==> src/rtl/splio_shifter_pkg.sv <==
// Shared definitions for the serial LED/GPIO shifter: FSM state encoding and counter sizing.
package splio_shifter_pkg;

  typedef enum logic [1:0] {
    ST_IDLE  = 2'd0,
    ST_CLEAR = 2'd1,
    ST_SHIFT = 2'd2,
    ST_DONE  = 2'd3
  } state_e;

  // Counter width able to hold 0..n-1, never narrower than one bit.
  function automatic int cnt_w(input int n);
    return (n <= 2) ? 1 : $clog2(n);
  endfunction

endpackage

==> src/rtl/splio_shifter_bitclk.sv <==
// Bit-time generator: a phase counter that spans one bit (2*CLK_HALF cycles),
// driving the chain clock low for the first half and high for the second.
module splio_shifter_bitclk
  import splio_shifter_pkg::*;
#(
  parameter int CLK_HALF = 2
) (
  input  logic clk,
  input  logic rst_n,
  input  logic run_i,
  input  logic clk_en_i,
  output logic led_clk_o,
  output logic bit_start_o,
  output logic bit_end_o
);

  localparam int PW = cnt_w(2 * CLK_HALF);
  localparam logic [PW-1:0] HALF = PW'(CLK_HALF);
  localparam logic [PW-1:0] LAST = PW'(2 * CLK_HALF - 1);

  logic [PW-1:0] phase_q, phase_d;

  // The counter idles at zero so every run starts on a fresh bit boundary.
  always_comb begin
    phase_d = '0;
    if (run_i && (phase_q != LAST)) phase_d = phase_q + PW'(1);
  end

  always_ff @(posedge clk) begin
    if (!rst_n) phase_q <= '0;
    else        phase_q <= phase_d;
  end

  assign led_clk_o   = clk_en_i & (phase_q >= HALF);
  assign bit_start_o = run_i & (phase_q == '0);
  assign bit_end_o   = run_i & (phase_q == LAST);

endmodule

==> src/rtl/splio_shifter.sv <==
// Serial-out shifter for a 74LS164-style LED/GPIO chain: shifts a frame on a
// Start rising edge, then commits it to the parallel shadow outputs.
module splio_shifter
  import splio_shifter_pkg::*;
#(
  parameter int DATA_W    = 32,
  parameter int LED_W     = 16,
  parameter int CLK_HALF  = 2,
  parameter int MSB_FIRST = 1
) (
  input  logic                    clk,
  input  logic                    rst_n,
  input  logic                    Start,
  input  logic                    EN,
  input  logic                    clr_req,
  input  logic [DATA_W-1:0]       P_Data,
  output logic                    busy,
  output logic                    done,
  output logic [LED_W-1:0]        LED,
  output logic [DATA_W-LED_W-1:0] GPIOf0,
  output logic                    led_clk,
  output logic                    led_sout,
  output logic                    led_clrn,
  output logic                    LED_PEN
);

  localparam int BW = cnt_w(DATA_W);
  localparam logic [BW-1:0] LAST_BIT = BW'(DATA_W - 1);

  // Handshake: busy is high from the cycle after an accepted Start edge or a
  // clear request until done has pulsed; done pulses once per committed frame,
  // in the same cycle LED/GPIOf0 show the new frame. Start edges seen while
  // busy are dropped, a clr_req seen while shifting is held and served later.

  state_e            state_q, state_d;
  logic              start_q;
  logic              clr_pend_q, clr_pend_d;
  logic              start_pend_q, start_pend_d;
  logic [DATA_W-1:0] frame_q, frame_d;
  logic [DATA_W-1:0] sreg_q, sreg_d;
  logic [DATA_W-1:0] shadow_q, shadow_d;
  logic [BW-1:0]     bit_q, bit_d;
  logic              pen_q, pen_d;

  logic start_edge, accept, bit_start, bit_end, run;

  assign start_edge = Start & ~start_q;
  assign accept     = start_edge & EN & (state_q == ST_IDLE);
  assign run        = (state_q == ST_SHIFT) | (state_q == ST_CLEAR);

  splio_shifter_bitclk #(.CLK_HALF(CLK_HALF)) u_bitclk (
    .clk        (clk),
    .rst_n      (rst_n),
    .run_i      (run),
    .clk_en_i   (state_q == ST_SHIFT),
    .led_clk_o  (led_clk),
    .bit_start_o(bit_start),
    .bit_end_o  (bit_end)
  );

  always_comb begin
    state_d      = state_q;
    clr_pend_d   = clr_pend_q;
    start_pend_d = start_pend_q;
    frame_d      = frame_q;
    sreg_d       = sreg_q;
    shadow_d     = shadow_q;
    bit_d        = bit_q;
    pen_d        = pen_q;
    case (state_q)
      ST_IDLE: begin
        if (accept) frame_d = P_Data;
        if (clr_req || clr_pend_q) begin
          // Clear wins over a simultaneous start; the start is remembered.
          state_d    = ST_CLEAR;
          clr_pend_d = 1'b0;
          shadow_d   = '0;
          if (accept) start_pend_d = 1'b1;
        end else if (accept || start_pend_q) begin
          state_d      = ST_SHIFT;
          start_pend_d = 1'b0;
          sreg_d       = accept ? P_Data : frame_q;
          bit_d        = '0;
          pen_d        = 1'b0;
        end
      end
      ST_CLEAR: begin
        if (bit_end) begin
          if (start_pend_q) begin
            state_d      = ST_SHIFT;
            start_pend_d = 1'b0;
            sreg_d       = frame_q;
            bit_d        = '0;
            pen_d        = 1'b0;
          end else begin
            state_d = ST_IDLE;
          end
        end
      end
      ST_SHIFT: begin
        if (clr_req) clr_pend_d = 1'b1;
        if (bit_end) begin
          if (bit_q == LAST_BIT) begin
            state_d  = ST_DONE;
            shadow_d = frame_q;
            pen_d    = 1'b1;
          end else begin
            bit_d = bit_q + BW'(1);
            if (MSB_FIRST != 0) sreg_d = {sreg_q[DATA_W-2:0], 1'b0};
            else                sreg_d = {1'b0, sreg_q[DATA_W-1:1]};
          end
        end
      end
      ST_DONE: begin
        if (clr_req) clr_pend_d = 1'b1;
        state_d = ST_IDLE;
      end
      default: state_d = ST_IDLE;
    endcase
  end

  always_ff @(posedge clk) begin
    if (!rst_n) begin
      state_q      <= ST_IDLE;
      start_q      <= 1'b1;
      clr_pend_q   <= 1'b0;
      start_pend_q <= 1'b0;
      frame_q      <= '0;
      sreg_q       <= '0;
      shadow_q     <= '0;
      bit_q        <= '0;
      pen_q        <= 1'b0;
    end else begin
      state_q      <= state_d;
      start_q      <= Start;
      clr_pend_q   <= clr_pend_d;
      start_pend_q <= start_pend_d;
      frame_q      <= frame_d;
      sreg_q       <= sreg_d;
      shadow_q     <= shadow_d;
      bit_q        <= bit_d;
      pen_q        <= pen_d;
    end
  end

  // Serial data is taken straight from the register end, so it only moves
  // when the register shifts at a bit boundary.
  logic sout_raw;
  assign sout_raw = (MSB_FIRST != 0) ? sreg_q[DATA_W-1] : sreg_q[0];

  assign led_sout = (state_q == ST_SHIFT) & sout_raw & (bit_start | ~bit_start);
  assign busy     = (state_q != ST_IDLE);
  assign done     = (state_q == ST_DONE);
  assign led_clrn = (state_q != ST_CLEAR);
  assign LED_PEN  = pen_q;
  assign LED      = shadow_q[LED_W-1:0];
  assign GPIOf0   = shadow_q[DATA_W-1:LED_W];

endmodule

==> config.mk <==
export PLATFORM = sky130hd
export DESIGN_NAME = splio_shifter
export DESIGN_NICKNAME = d
export VERILOG_FILES = /design/src/rtl/splio_shifter_pkg.sv /design/src/rtl/splio_shifter_bitclk.sv /design/src/rtl/splio_shifter.sv
export SDC_FILE = /design/constraint.sdc
export NUM_CORES = 1
export LEC_CHECK = 0
export ABC_CLOCK_PERIOD_IN_PS = 2500
export CAP_MARGIN = 5
export CORE_ASPECT_RATIO = 1.2
export CORE_MARGIN = 8
export CORE_UTILIZATION = 55
export CTS_CLUSTER_DIAMETER = 50
export DETAILED_ROUTE_END_ITERATION = 12
export DONT_BUFFER_PORTS = 1
export PLACE_DENSITY = 0.7
export REMOVE_ABC_BUFFERS = 1
export SLEW_MARGIN = 20
export SYNTH_ARGS = -nofsm -noshare
export SYNTH_HDL_FRONTEND = slang
export SYNTH_SLANG_ARGS = --single-unit
==> constraint.sdc <==
create_clock -name clk -period 2.5 [get_ports clk]
set_input_delay 0.75 -clock clk [delete_from_list [all_inputs] [get_ports clk]]
set_output_delay 0.75 -clock clk [all_outputs]
set_load 0.01 [all_outputs]
==> flow_summary.ini <==
[status]
outcome = completed

[clocking]
clk_latency_ns = 0.35
cts_buffers = 9
cts.sinks = 109
cts_setup_buffers = 0
cts_resized = 0
htree_levels = 3
root_buffer = clkbuf_16
cts_hold_buf = 0
ctsLongestPathBuffers = 2
cts_tree = done
clkSlewWorstSetupHoldPaths_ns = 0.07

[yosys]
netlist_area_sq_mm = 0.00524
syn_inst = 614
synth_cell_types = 45
ys_seq_elements = 109
synth_ff_type = dfxtp_1
synth_edf_count = 0
avgSynthCellArea_sq_um = 8.53
ys_seq_area_share_pct = 41.7
synthArstFlopShare_pct = 0
synth_warnings = 0

[detailed_routing]
num_vias = 4394
drt_pre_antenna_iters = 5
postRouteAntennaNets = 0
wire_per_inst_um = 18.5
route.detailed.drc = 0
wl_um = 13200
vias_per_cell = 6.19
drtIter0Drc = 278

[setup_path]
r2r_slack_ns = 0.17
critPathLaunchType = flip-flop
cp.required_ns = 1.75
cp_max_fo = 21
r2r_end = sreg_q[12]
reg2reg_depth = 8
worstSetupPathType = flip-flop to output pin
crit_start = state_q[0]
crit_path_end_kind = output pin
crit_arrival_ns = 1.62
worstReg2RegStart = state_q[0]

[grt]
grt_start_max_net_pins = 80
grt_pass1_wl_um = 21600
grt_usage_pct = 20.4
grt_pass1_vias = 4317
antenna_found_initial = 0
overflow = 0

[timing]
fin_crit_ns = 2.37
hold_ws_ns = 0.457
fin_worst_skew_ns = 0.00568
timing.final.crit_share_pct = 94.7
finalSetupViolations = 0
tns_ns = 0
slew_violations = 0
hold_viol_final = 0
worst-slew-pin-transition_ns = 0.630
slew_headroom_pct = 58.0
max_freq_ghz = 0.422
rsz0062_at_grt = no

[placed_design]
dpl-instance-area_sq_mm = 0.00529
dp_hpwl_um = 8090
gp_congestion = 0.813
port-buffer-count = 0

[final_layout]
stdcell_area_sq_mm = 0.00557
finalNetCount = 630
layout_commonest_cell = nand2_1
drive_above_1_share_pct = 7.50
synthToLayoutAreaGrowth_pct = 6.33
final_cell_mix = nand2_1, dfxtp_1, a21oi_1, nand3_1, mux2i_1
diodes = 0

[die]
num_rows = 39
dieArea_sq_mm = 0.0129
ios = 75
die_y_um = 123
start_util_pct = 55.6
die-width_um = 105
fp.coreArea_sq_mm = 0.00942

[min_path]
min_path_type = flip-flop to flip-flop
hold_depth = 1
holdPathEnd = u_bitclk.phase_q[0]
hold_start = u_bitclk.phase_q[0]

[pwr]
p_per_area_mw_per_mm2 = 914
leakage_nw = 2.26
ir_worst_vdd_v = 0.000468

[job]
cap_violations = 0
[kinds of logic after synthesis]
kind of cell	after synthesis	synth area share, %
AO/OA/AOI/OAI	188	25.8
adder cells (fa/ha/maj)	10	2.39
buffers and inverters	68	6.14
flip-flops	109	41.7
multiplexers	35	6.69
AND/OR/NAND/NOR	204	17.3
[synth_stat cells, drive strengths merged, types with 4 or more instances]
cell type    n  area (sq um)
o211a       32           320
dfxtp      109          2180
a21oi       70           350
ha          10           125
and3         4          25.0
a32o        31           310
nand3       40           205
inv          8          30.0
buf         28           171
nand2      137           517
mux2i       35           350
clkbuf      31           116
o21ai       38           194
nor2         4          15.0
[area by class of cell]
| cell class | instances | area (sq um) |
|---|---|---|
| Tap cell | 123 | 154 |
| Clock inverter | 4 | 48.8 |
| Inverter | 9 | 33.8 |
| Clock buffer | 11 | 233 |
| Fill cell | 821 | 3850 |
| Sequential cell | 109 | 2180 |
| Multi-Input combinational cell | 437 | 2750 |
| Timing Repair Buffer | 17 | 165 |
[power breakdown]
part | switching, mW | internal [mW]
combinational | 1.29 | 0.538
clock | 0.632 | 0.773
sequential | 0.0556 | 1.80
[how the worst max path moves through the flow]
stage	endpoint	slack, ns	depth (start not counted)
floorplan	bit_q[0]	-0.80	5
global placement	sreg_q[11]	0.32	8
detailed placement	sreg_q[12]	0.24	8
CTS	led_sout	0.12	3
global route	sreg_q[21]	0.03	8
finish	led_sout	0.13	3
[routing by layer]
metal,GRT usage (%),share of wire (%),up-vias
met5,0,0,-
met2,34.6,49,115
met1,23.8,42,2132
met3,5.63,7.0,17
met4,9.03,1.7,0
li1,-,-,2130
[sequential cells by signal (all words and copies together) (netlist names)]
| signal | count |
|---|---|
| clr_pend_q | 1 |
| LED_PEN | 1 |
| bit_q | 5 |
| frame_q | 32 |
| shadow_q | 32 |
| sreg_q | 32 |
| start_q | 1 |
| start_pend_q | 1 |
| state_q | 2 |
| u_bitclk.phase_q | 2 |
[metrics by stage]
step                util [%]  std cells  power [mW]  worst slack (ns)
floorplan                  -        555        3.00            -0.805
global placement        56.1        695        3.66             0.320
detailed placement      56.1        695        3.69             0.241
CTS                     59.1        710        5.10             0.120
global route            59.1        710        5.33            0.0342
finish                  59.1        710        5.09             0.132
[worst max-delay path: stages (launching register included)]
cell     delay (ns)
dfxtp_1        0.36
inv_1          0.13
ha_2           0.50
and2_1         0.29
No activity file was read; power rests on OpenSTA's default activity.
